[src/rtl/alu_pkg.sv]
// Shared ALU opcode encoding and result-stage beat states.
// Imported by the result queue and its bench.
package alu_pkg;

  localparam logic [4:0] OP_ADD  = 5'd0;
  localparam logic [4:0] OP_SUB  = 5'd1;
  localparam logic [4:0] OP_AND  = 5'd2;
  localparam logic [4:0] OP_OR   = 5'd3;
  localparam logic [4:0] OP_SHR  = 5'd4;
  localparam logic [4:0] OP_SHRA = 5'd5;
  localparam logic [4:0] OP_SHL  = 5'd6;
  localparam logic [4:0] OP_ROR  = 5'd7;
  localparam logic [4:0] OP_ROL  = 5'd8;
  localparam logic [4:0] OP_MUL  = 5'd9;
  localparam logic [4:0] OP_DIV  = 5'd10;
  localparam logic [4:0] OP_NEG  = 5'd11;
  localparam logic [4:0] OP_NOT  = 5'd12;

  typedef enum logic {
    S_LO = 1'b0,
    S_HI = 1'b1
  } beat_e;

  function automatic logic is_wide(input logic [4:0] op);
    return (op == OP_MUL) || (op == OP_DIV);
  endfunction

endpackage

[src/rtl/alu_result_queue_if.sv]
// ALU-side push port and bus-side beat port of the result queue.
// slave = the queue, master = the ALU/bus environment.
interface alu_result_queue_if #(
  parameter int DW = 32
);
  logic          alu_valid;
  logic          alu_ready;
  logic [4:0]    alu_op;
  logic [DW-1:0] alu_hi;
  logic [DW-1:0] alu_lo;
  logic          bus_valid;
  logic          bus_ack;
  logic [DW-1:0] bus_data;
  logic          bus_last;
  logic          flag_zero;
  logic          flag_neg;
  logic          drop_err;

  modport slave (
    input  alu_valid, alu_op, alu_hi, alu_lo, bus_ack,
    output alu_ready, bus_valid, bus_data, bus_last,
    output flag_zero, flag_neg, drop_err
  );

  modport master (
    output alu_valid, alu_op, alu_hi, alu_lo, bus_ack,
    input  alu_ready, bus_valid, bus_data, bus_last,
    input  flag_zero, flag_neg, drop_err
  );
endinterface

[src/rtl/result_fifo.sv]
// Generic DEPTH x W register FIFO; caller never pushes
// when full nor pops when empty.
module result_fifo #(
  parameter int DEPTH = 2,
  parameter int W     = 8
) (
  input  logic         clk,
  input  logic         rst_n,
  input  logic         push_i,
  input  logic [W-1:0] data_i,
  input  logic         pop_i,
  output logic [W-1:0] data_o,
  output logic         full_o,
  output logic         empty_o
);
  localparam int AW = $clog2(DEPTH);
  localparam int CW = AW + 1;

  logic [W-1:0]  mem_q [DEPTH];
  logic [AW-1:0] wr_q, rd_q;
  logic [CW-1:0] cnt_q, cnt_d;

  // Occupancy next state; simultaneous push/pop holds it.
  always_comb begin
    cnt_d = cnt_q;
    unique case ({push_i, pop_i})
      2'b10:   cnt_d = cnt_q + CW'(1);
      2'b01:   cnt_d = cnt_q - CW'(1);
      default: cnt_d = cnt_q;
    endcase
  end

  // Pointers wrap naturally at DEPTH (power of two).
  always_ff @(posedge clk or negedge rst_n) begin
    if (!rst_n) begin
      wr_q  <= '0;
      rd_q  <= '0;
      cnt_q <= '0;
    end else begin
      if (push_i) wr_q <= wr_q + AW'(1);
      if (pop_i)  rd_q <= rd_q + AW'(1);
      cnt_q <= cnt_d;
    end
  end

  // Entry storage.
  always_ff @(posedge clk or negedge rst_n) begin
    if (!rst_n) begin
      for (int i = 0; i < DEPTH; i++) mem_q[i] <= '0;
    end else if (push_i) begin
      mem_q[wr_q] <= data_i;
    end
  end

  assign data_o  = mem_q[rd_q];
  assign full_o  = (cnt_q == CW'(DEPTH));
  assign empty_o = (cnt_q == '0);
endmodule

[src/rtl/alu_result_queue.sv]
// ALU result stage: queues results with flags and
// serialises them as LO/HI beats onto the bus.
module alu_result_queue
  import alu_pkg::*;
#(
  parameter int DEPTH = 2,
  parameter int DW    = 32
) (
  input logic          clk,
  input logic          clr,
  alu_result_queue_if.slave q
);
  typedef struct packed {
    logic [4:0]    op;
    logic [DW-1:0] hi;
    logic [DW-1:0] lo;
    logic          zero;
    logic          neg;
    logic          wide;
  } entry_t;

  localparam int EW = $bits(entry_t);

  entry_t wr_e, rd_e;
  logic   full, empty, push, pop;
  logic   drop_q;
  beat_e  state_q, state_d;
  logic   unused_op;

  // Capture-side entry: flags computed once at push.
  always_comb begin
    wr_e      = '0;
    wr_e.op   = q.alu_op;
    wr_e.wide = is_wide(q.alu_op);
    wr_e.lo   = q.alu_lo;
    wr_e.hi   = wr_e.wide ? q.alu_hi : '0;
    wr_e.zero = wr_e.wide ? ({q.alu_hi, q.alu_lo} == '0)
                          : (q.alu_lo == '0);
    wr_e.neg  = wr_e.wide ? q.alu_hi[DW-1]
                          : q.alu_lo[DW-1];
  end

  assign push = q.alu_valid & ~full;

  result_fifo #(
    .DEPTH (DEPTH),
    .W     (EW)
  ) u_fifo (
    .clk     (clk),
    .rst_n   (clr),
    .push_i  (push),
    .data_i  (wr_e),
    .pop_i   (pop),
    .data_o  (rd_e),
    .full_o  (full),
    .empty_o (empty)
  );

  assign unused_op = ^rd_e.op;

  // Beat FSM next state and pop decision.
  always_comb begin
    state_d = state_q;
    pop     = 1'b0;
    if (!empty && q.bus_ack) begin
      unique case (1'b1)
        (state_q == S_LO): begin
          if (rd_e.wide) state_d = S_HI;
          else           pop     = 1'b1;
        end
        (state_q == S_HI): begin
          pop     = 1'b1;
          state_d = S_LO;
        end
        default: state_d = S_LO;
      endcase
    end
  end

  // Beat state register.
  always_ff @(posedge clk or negedge clr) begin
    if (!clr) state_q <= S_LO;
    else      state_q <= state_d;
  end

  // Sticky overflow flag: push attempted while full.
  always_ff @(posedge clk or negedge clr) begin
    if (!clr) drop_q <= 1'b0;
    else      drop_q <= drop_q | (q.alu_valid & full);
  end

  assign q.alu_ready = ~full;
  assign q.bus_valid = ~empty;
  assign q.bus_data  = empty ? '0
                     : (state_q == S_HI) ? rd_e.hi : rd_e.lo;
  assign q.bus_last  = ~empty &
                       ((state_q == S_HI) | ~rd_e.wide);
  assign q.flag_zero = ~empty & rd_e.zero;
  assign q.flag_neg  = ~empty & rd_e.neg;
  assign q.drop_err  = drop_q;
endmodule
[src/flat_wrapper.sv]
// flat-port wrapper written by rule: the top's interface ports become plain ports
module alu_result_queue_flat import alu_pkg::*;
#(
  parameter int DEPTH = 2,
  parameter int DW    = 32
)
  (clk, clr, q_alu_valid, q_alu_op, q_alu_hi, q_alu_lo, q_bus_ack, q_alu_ready, q_bus_valid, q_bus_data, q_bus_last, q_flag_zero, q_flag_neg, q_drop_err);
  alu_result_queue_if #(.DW(DW)) q_i ();
  input logic clk;
  input logic clr;
  input wire logic [$bits(q_i.alu_valid)-1:0] q_alu_valid;
  input wire logic [$bits(q_i.alu_op)-1:0] q_alu_op;
  input wire logic [$bits(q_i.alu_hi)-1:0] q_alu_hi;
  input wire logic [$bits(q_i.alu_lo)-1:0] q_alu_lo;
  input wire logic [$bits(q_i.bus_ack)-1:0] q_bus_ack;
  output wire logic [$bits(q_i.alu_ready)-1:0] q_alu_ready;
  output wire logic [$bits(q_i.bus_valid)-1:0] q_bus_valid;
  output wire logic [$bits(q_i.bus_data)-1:0] q_bus_data;
  output wire logic [$bits(q_i.bus_last)-1:0] q_bus_last;
  output wire logic [$bits(q_i.flag_zero)-1:0] q_flag_zero;
  output wire logic [$bits(q_i.flag_neg)-1:0] q_flag_neg;
  output wire logic [$bits(q_i.drop_err)-1:0] q_drop_err;
  assign q_i.alu_valid = q_alu_valid;
  assign q_i.alu_op = q_alu_op;
  assign q_i.alu_hi = q_alu_hi;
  assign q_i.alu_lo = q_alu_lo;
  assign q_i.bus_ack = q_bus_ack;
  assign q_alu_ready = q_i.alu_ready;
  assign q_bus_valid = q_i.bus_valid;
  assign q_bus_data = q_i.bus_data;
  assign q_bus_last = q_i.bus_last;
  assign q_flag_zero = q_i.flag_zero;
  assign q_flag_neg = q_i.flag_neg;
  assign q_drop_err = q_i.drop_err;
  alu_result_queue #(.DEPTH(DEPTH), .DW(DW)) u_core (.clk(clk), .clr(clr), .q(q_i));
endmodule
[config.mk]
export PLATFORM = sky130hd
export DESIGN_NAME = alu_result_queue_flat
export DESIGN_NICKNAME = d
export VERILOG_FILES = /design/src/rtl/alu_pkg.sv /design/src/rtl/alu_result_queue_if.sv /design/src/rtl/result_fifo.sv /design/src/rtl/alu_result_queue.sv /design/src/flat_wrapper.sv
export SDC_FILE = /design/constraint.sdc
export NUM_CORES = 1
export LEC_CHECK = 0
export CAP_MARGIN = 20
export CELL_PAD_IN_SITES_DETAIL_PLACEMENT = 1
export CELL_PAD_IN_SITES_GLOBAL_PLACEMENT = 1
export CORE_AREA = 8 8 118 141
export DETAILED_ROUTE_END_ITERATION = 16
export DIE_AREA = 0 0 126 149
export PLACE_DENSITY_LB_ADDON = 0.1
export SYNTH_ARGS = -nofsm -noshare
export SYNTH_HDL_FRONTEND = slang
export SYNTH_SLANG_ARGS = --single-unit
[constraint.sdc]
create_clock -name clk -period 5.5 [get_ports clk]
set_clock_uncertainty 0.15 [all_clocks]
set_input_delay 1.65 -clock clk [delete_from_list [all_inputs] [get_ports clk]]
set_output_delay 1.65 -clock clk [all_outputs]
set_load 0.01 [all_outputs]
## Word-level counts from Yosys, hierarchy flattened

Cells that the tools add are included.

- Bits of input ports: 73
- Output and inout bits: 38
- Register bits after elaboration: 150
- Word-level logic and storage cells: 57

- Add/sub/neg operators: 4
- Bitwise operators: 13
- Magnitude comparators: 3
- Reductions and logical operators: 8
- Eq/ne operators: 5
- Mux-type cells: 17

Operators with widths:

| kind | count |
|---|---|
| 2-to-1 mux 67 bit | 3 |
| bitwise mux 144 bit | 1 |
| 2-to-1 mux 32 bit | 3 |
| demux 72 bit (select 1 bit) | 1 |
| 2-to-1 mux 72 bit | 1 |
| logical NOT 64 bit | 1 |
| logical NOT 32 bit | 1 |
| equality test 5 x 4 -> 1 bit (second input constant) | 2 |
| 2-to-1 mux 1 bit | 6 |
| AND 1 bit | 5 |
| equality test 2 bit (second input constant) | 2 |
| greater-or-equal comparator 2 bit (second input constant) | 2 |
| NOT 1 bit | 4 |
| NOT 1 -> 2 bit | 2 |
| one-hot mux 2 bit (2 select lines) | 1 |
| adder 1 bit (second input constant) | 2 |
| adder 2 x 1 -> 2 bit (second input constant) | 1 |
| equality test 2 x 1 -> 1 bit (second input constant) | 1 |
| logical AND 1 bit | 2 |
| logical NOT 2 bit | 1 |
| < comparator 2 x 1 -> 1 bit (second input constant) | 1 |
| OR 1 bit | 2 |
| one-hot mux 1 bit (2 select lines) | 1 |
| nonzero test 2 bit | 1 |
| 3 further kinds | 3 |

## Depth between registers and ports, before layout

Gate-level depths: netlist (run 1).

- Depth after elaboration: 9
- Gate-level depth with buffers: 8

## Modules after synthesis

A second synthesis (run 1) with hierarchy kept.

- Cell total of the unflattened synthesis: 543
- Area total of the unflattened synthesis: 7402.1 um^2

By module, submodules not included:

| module | area an instance (um^2) | cells each | times used |
|---|---|---|---|
| result_fifo | 6413.7 | 398 | 1 |
| alu_result_queue | 988.4 | 145 | 1 |

## Least setup slack after synthesis (run 1)

No wires, ideal clock.

- Path kind: reg-to-output
- Start: register u_core.u_fifo.rd_q
- End: output q_bus_data[10]
- Slack: 2.245 ns
- Arrival time: 1.455 ns
- Path buffers: 2
- Data required time: 3.700 ns
- Cell stages (with the launch flop): 5
- Cell sequence: dfrtp_1 -> buf_2 -> buf_4 -> mux4_2 -> and2_1

- Word-level cells in the longest chain between the ends: 6

Ends and longest elaborated chain:

| item | line | RTL |
|---|---|---|
| from (decl) | result_fifo.sv:20 | `logic [AW-1:0] wr_q, rd_q;` |
| from (signal assigned) | result_fifo.sv:41 | `if (pop_i) rd_q <= rd_q + AW'(1);` |
| NOT 1 -> 2 bit (implied by the code) | result_fifo.sv:55 | `assign data_o = mem_q[rd_q];` |
| 2-to-1 mux 67 bit (implied by the code) (3 in series) | result_fifo.sv:55 |  |
| 2-to-1 mux 32 bit | alu_result_queue.sv:95 | `: (state_q == S_HI) ? rd_e.hi : rd_e.lo;` |
| 2-to-1 mux 32 bit | alu_result_queue.sv:94 | `assign q.bus_data = empty ? '0` |
| to (decl) | flat_wrapper.sv:18 | `output wire logic [$bits(q_i.bus_data)-1:0] q_bus_data;` |

Every way passes these cells. The select of a mux whose other input is x is not followed.

## Worst setup path in the final report (run 1)

- Start: register u_core.u_fifo.rd_q
- End: output q_bus_data[29]

The elaborated chain is that of the path after synthesis.

==> results of run 1 <==
==> synth_stat cells (all sizes together) (2+ instances only) <==
master | number | area (um2)
dfrtp | 140 | 3500
nand2 | 103 | 387
mux2 | 66 | 743
o21ai | 66 | 330
and2 | 33 | 206
mux4 | 32 | 721
buf | 23 | 165
nor4 | 16 | 100
clkbuf | 13 | 48.8
nor2 | 5 | 18.8
mux2i | 4 | 40.0
nand4 | 4 | 25.0
xnor2 | 3 | 26.3
inv | 2 | 7.51
o21a | 2 | 15.0
o31ai | 2 | 15.0
xor2 | 2 | 17.5
==> state kept, by name, indices dropped and copies added, names as in the netlist <==
name / count
u_core.q.drop_err: 1
u_core.state_q: 1
u_core.u_fifo.cnt_q: 2
u_core.u_fifo.mem_q: 134
u_core.u_fifo.rd_q: 1
u_core.u_fifo.wr_q: 1
==> power by group through the flow <==
stage               Sequential (mW)  Clock [mW]  Combinational [mW]
floorplan                      1.48           0                1.23
global placement               1.57           0                1.82
detailed placement             1.60           0                1.86
CTS                            1.59        1.43                1.88
global route                   1.63        1.47                1.99
finish                         1.59        1.41                1.84
==> cell type report <==
type	instances	area, um2
clock buffers	20	467
clock inverters	12	263
fillers	1450	5880
inverters	2	7.51
multi-input cells	346	2730
flip-flops and latches	140	3500
well taps	175	219
repair buffers	119	1210
==> final timing paths <==
check | from | to | slack, ns | cells after the start
setup / recovery | u_core.u_fifo.rd_q | q_bus_data[29] | 1.01 | 4
hold / removal | u_core.u_fifo.mem_q[64] | u_core.u_fifo.mem_q[64] | 0.33 | 2
setup reg to reg | u_core.u_fifo.cnt_q[0] | u_core.u_fifo.cnt_q[1] | 3.00 | 8
hold reg to reg | u_core.u_fifo.mem_q[64] | u_core.u_fifo.mem_q[64] | 0.33 | 2
max in group asynchronous | clr | u_core.u_fifo.mem_q[54] | 3.21 | 3
min in group asynchronous | clr | u_core.u_fifo.mem_q[123] | 0.91 | 1
==> worst max-delay path: cells and delay by family (launching register included) <==
family,cells,cell delay [ns]
buffers and inverters,2,0.81
multiplexers,1,0.51
AND/OR/NAND/NOR,1,0.17
flip-flops,1,0.77
==> cells in the final DEF (no fill, tap or decap), drive strengths merged <==
master,synthesis,final
or2,1,1
xor2,2,2
nand3,1,1
nand4,4,4
a21oi,1,1
nand2,103,103
o21ai,66,66
o31ai,2,2
ha,1,1
o21bai,1,1
o21a,2,2
mux2,66,66
dfrtp,140,140
xnor2,3,3
inv,2,2
mux2i,4,4
and2,33,33
nand3b,1,1
clkinvlp,0,1
clkinv,0,3
nor4,16,16
bufinv,0,8
mux4,32,32
clkdlybuf4s50,0,109
buf,23,10
nor2,5,5
clkbuf,13,20
nor4b,1,1
nand2b,1,1
==> layer usage <==
metal | GRT usage | part of all wire | wire [um] | up-vias
met5 | 0 | 0 | 0 | -
met4 | 0.0735 | 0.018 | 323 | 0
met2 | 0.357 | 0.52 | 9480 | 98
met1 | 0.234 | 0.41 | 7480 | 2360
met3 | 0.0522 | 0.044 | 800 | 19
li1 | - | - | - | 2057
==> logic make-up after synthesis <==
logic type | synth area share
buffers and inverters | 0.0344
and+or+nand+nor | 0.122
muxes | 0.233
AOI/OAI and AO/OA | 0.0578
adders and majority gates | 0.00194
DFF | 0.543
xor gates and xnor gates | 0.00679
==> through the flow <==
step,instances,util,hold slack [ns],cell area (um2)
finish,814,0.588,0.325,8410
global route,814,0.588,0.351,8410
CTS,813,0.586,0.327,8380
detailed placement,781,0.535,0.315,7650
global placement,781,0.535,0.307,7650
floorplan,524,-,0.295,6450
==> impl_metrics.yaml, run 1 <==
run_status:
  status: "finished clean"
setup_path:
  cp_cell_sequence: "buf_12 > mux4_2 > and2_1 > clkdlybuf4s50_1"
  worst_path_largest_cell_delay_ns: 0.77
  cp.arrival_ns: 2.69
  critPathKind: "flop to primary output"
  required_ns: 3.70
  cp_slowest_cell: "dfrtp_2"
  cp-start-kind: "flop"
  end_kind: "primary output"
  crit_fanout: 21
yosys:
  yosysWarningCount: 0
  ys_async_sr_fraction: 1.00
  syn_inst: 524
  postSynthAreaPerCell_um2: 12.3
  seq_area_frac_synth: 0.543
  synthDistinctLibCells: 29
  ys.flop_type: "dfrtp_1"
  synth_edf_count: 0
  ys_ff_latch: 140
  netlist_area_um2: 6450
  syn_nets: 598
power_and_ir_drop:
  p_clk_frac: 0.291
  p_seq_frac: 0.328
  p_int_mw: 3.40
  combPwrFrac: 0.381
  p_per_area_nw_per_um2: 576
  switchingPower_mw: 1.45
  p_total_mw: 4.84
  vdd_drop_max_mv: 0.289
  swShare: 0.298
  p_leak_nw: 3.46
global_route:
  track_usage: 0.203
  grt_max_degree: 116
  overflow: 0
  antenna_found_initial: 0
  grt_pass1_vias: 5269
  grt_pass1_wl_um: 29300
clock_tree:
  cts_setup_buffers: 0
  clk_path_buf_depth: 2
  clockRootBuffer: "clkbuf_16"
  cts_buffers: 17
  clock_latency_ns: 0.41
  clkTransAtPathRegs_ns: 0.06
  cts_hold_buf: 0
  clock_sinks: 140
  cts.repair.resized: 0
  cts_tree: "built"
  cts-htree-levels: 4
job:
  drv_cap: 0
drt:
  postRouteAntennaNets: 0
  drc: 0
  firstDrtPassIters: 4
  wl_per_cell_um: 22.2
  vias: 4534
  via_per_inst: 5.57
  drt-initial-drc-count: 227
  routed_wl_um: 18100
placed_design:
  io_buffers: 110
  gp_congestion: 0.781
  place_worst_setup_slack_ns: 1.42
  dp_hpwl_um: 11700
die:
  die_w_um: 126
  ios: 111
  start_util: 0.451
  die_h_um: 149
  coreArea_um2: 14300
  rows: 48
  dieArea_um2: 18800
sta:
  setup_slack_ns: 1.01
  max_freq_ghz: 0.223
  period_share: 0.815
  rsz0062_at_grt: "no"
  setup_viol: 0
  hold_viol: 0
  slew_headroom: 0.399
  worst_pin_slew_ns: 0.897
  min_period_ns: 4.49
  tns_ns: 0
  maxSlewViolCount: 0
final_layout:
  antenna_cells: 0
  area_growth_pct: 30.5
  nets: 700
  drive_gt1_frac: 0.227
min_path:
  hp-class: "flop to flop"
(Power assumes the default switching activity.)
==> run 2: changes to the inputs <==
--- a/config.mk
+++ b/config.mk
@@ -8,9 +8,9 @@
 export CAP_MARGIN = 20
 export CELL_PAD_IN_SITES_DETAIL_PLACEMENT = 1
 export CELL_PAD_IN_SITES_GLOBAL_PLACEMENT = 1
-export CORE_AREA = 8 8 118 141
+export CORE_AREA = 8 8 128 154
 export DETAILED_ROUTE_END_ITERATION = 16
-export DIE_AREA = 0 0 126 149
+export DIE_AREA = 0 0 136 162
 export PLACE_DENSITY_LB_ADDON = 0.1
 export SYNTH_ARGS = -nofsm -noshare
 export SYNTH_HDL_FRONTEND = slang
==> constraint.sdc (replaced) <==
create_clock -name clk -period 3.8 [get_ports clk]
set_clock_uncertainty 0.15 [all_clocks]
set_input_delay 1.14 -clock clk [delete_from_list [all_inputs] [get_ports clk]]
set_output_delay 1.14 -clock clk [all_outputs]
set_load 0.01 [all_outputs]
==> run 2 against run 1 <==
Net effect:
- sequential cell count unchanged
- sequential share of layout area hardly changed
- cell count grew 6.1%
- combinational power rose by 53%
- worst setup slack lost 0.86 ns
- die area up 17%
- total power up 38%
- hold slack better by 0.0027 ns
- sequential power up 40%
- largest cell class unchanged
- critical endpoint is now q_bus_data[30]
- final area is essentially flat
- clock-buffer cell count up 1
==> impl_metrics.yaml, run 2 (synthesis results as in run 1) <==
run_status:
  status: "finished clean"
final_layout:
  top_regs: "u_core.u_fifo.mem_q (134), u_core.u_fifo.cnt_q (2)"
  area_growth_pct: 30.4
  largest_reg_flops: 134
  layout_common_cells: "dfrtp_1, clkdlybuf4s50_1, nand2_1"
  stdcell_count: 864
  final_util: 0.488
  nets: 705
  antenna_cells: 0
  final_common_cell: "dfrtp_1"
  postLayoutCellArea_um2: 8410
  drive_gt1_frac: 0.233
  largest_register: "u_core.u_fifo.mem_q"
placed_design:
  gp_congestion: 0.743
  placed_area_um2: 7800
  place_worst_setup_slack_ns: 0.470
  dp.cells: 830
  dp_hpwl_um: 12400
  io_buffers: 110
drt:
  drt-initial-drc-count: 259
  routed_wl_um: 17900
  vias: 4490
  firstDrtPassIters: 4
  postRouteAntennaNets: 0
  wl_per_cell_um: 20.8
  via_per_inst: 5.20
  drc: 0
power_and_ir_drop:
  p_leak_nw: 3.43
  p_total_mw: 6.67
  p_per_area_nw_per_um2: 793
  vdd_drop_max_mv: 0.381
sta:
  hold_viol: 0
  rsz0062_at_grt: "no"
  min_period_ns: 3.64
  slew_headroom: 0.466
  setup_slack_ns: 0.158
  hold_slack_ns: 0.328
  worst_pin_slew_ns: 0.801
  period_share: 0.958
  tns_ns: 0
  setup_viol: 0
  maxSlewViolCount: 0
  max_freq_ghz: 0.275
global_route:
  grt_max_degree: 103
  overflow: 0
  track_usage: 0.171
  grt_pass1_wl_um: 28800
  grt_pass1_vias: 5304
  antenna_found_initial: 0
clock_tree:
  clock_latency_ns: 0.41
  clk_path_buf_depth: 2
  clkTransAtPathRegs_ns: 0.06
  cts_tree: "built"
  cts_hold_buf: 0
  cts_buffers: 17
  clock_sinks: 140
  clockRootBuffer: "clkbuf_16"
  cts-htree-levels: 4
setup_path:
  cp_cell_sequence: "buf_4 > mux4_2 > and2_1 > clkdlybuf4s50_1"
  critPathKind: "flop to primary output"
  worst_path_largest_cell_delay_ns: 0.58
  required_ns: 2.51
  cp-start-kind: "flop"
  crit_fanout: 16
  end_kind: "primary output"
  cp.arrival_ns: 2.35
  cp_slowest_cell: "mux4_2"
die:
  die_w_um: 136
  start_util: 0.374
  dieArea_um2: 22000
  ios: 111
  die_h_um: 162
  rows: 53
  coreArea_um2: 17200
job:
  drv_cap: 0
min_path:
  hp-class: "flop to flop"
-- run 2: cell types whose count changed in the layout (fill, tap and decap cells not counted) --
cell | before | now
clkinv_4 | 0 | 2
clkinvlp_4 | 1 | 3
bufinv_16 | 8 | 2
clkbuf_1 | 0 | 1
buf_12 | 2 | 7
inv_1 | 2 | 1
buf_4 | 6 | 7
clkinv_2 | 3 | 5
buf_16 | 1 | 0
-- run 2: timing repair --
| item | 4_1_cts | 5_1_grt |
|---|---|---|
| setup endpoints to repair | 0 | 2 |
| gates resized for setup | 0 | 1 |
| hold endpoints to repair | 0 | 0 |
| buffers inserted | 0 | 2 |
-- run 2: worst paths after layout --
check	start	cells past startpoint	slack, ns	endpoint
worst max-delay path	u_core.u_fifo.rd_q	4	0.16	q_bus_data[30]
worst min-delay path	u_core.u_fifo.mem_q[64]	2	0.33	u_core.u_fifo.mem_q[64]
worst max register to register	u_core.u_fifo.cnt_q[1]	8	1.41	u_core.u_fifo.cnt_q[1]
worst min register to register	u_core.u_fifo.mem_q[64]	2	0.33	u_core.u_fifo.mem_q[64]
max in group asynchronous	clr	2	2.14	u_core.u_fifo.mem_q[92]
min in group asynchronous	clr	1	0.64	u_core.u_fifo.mem_q[50]
-- run 2: worst max-delay path, delay by kind of cell (launching register included) --
kind	cells	cell delay [ns]
AND/OR/NAND/NOR	1	0.18
flip-flops	1	0.38
multiplexers	1	0.58
buffers and inverters	2	0.81
-- run 2: layout make-up --
class | count | area, um2
clock buffer | 21 | 470
multi-input combinational | 346 | 2730
fill | 1811 | 8830
sequential | 140 | 3500
timing repair buffer | 124 | 1290
tap | 220 | 275
clock inverter | 11 | 118
inverter | 2 | 11.3
-- run 2: report_power, final --
| part | internal [mW] | total [mW] | leakage [nW] | switching, mW |
|---|---|---|---|---|
| clock network | 1.01 | 1.63 | 0.289 | 0.620 |
| registers | 1.97 | 2.22 | 1.79 | 0.249 |
| logic | 1.60 | 2.82 | 1.35 | 1.22 |
-- run 2: metal layers --
metal / up-vias / global-route usage / wire length, um
met5: - / 0 / 0
met2: 86 / 0.294 / 9260
li1: 2067 / - / -
met1: 2323 / 0.202 / 7710
met3: 14 / 0.0470 / 798
met4: 0 / 0.0510 / 163
==> run 3: changes to the inputs <==
--- a/config.mk
+++ b/config.mk
@@ -9,6 +9,7 @@
 export CELL_PAD_IN_SITES_DETAIL_PLACEMENT = 1
 export CELL_PAD_IN_SITES_GLOBAL_PLACEMENT = 1
 export CORE_AREA = 8 8 128 154
+export CTS_CLUSTER_DIAMETER = 200
 export DETAILED_ROUTE_END_ITERATION = 16
 export DIE_AREA = 0 0 136 162
 export PLACE_DENSITY_LB_ADDON = 0.1
==> results of run 3 <==
No change in the layout: final DEF, timing and power equal those of run 2.
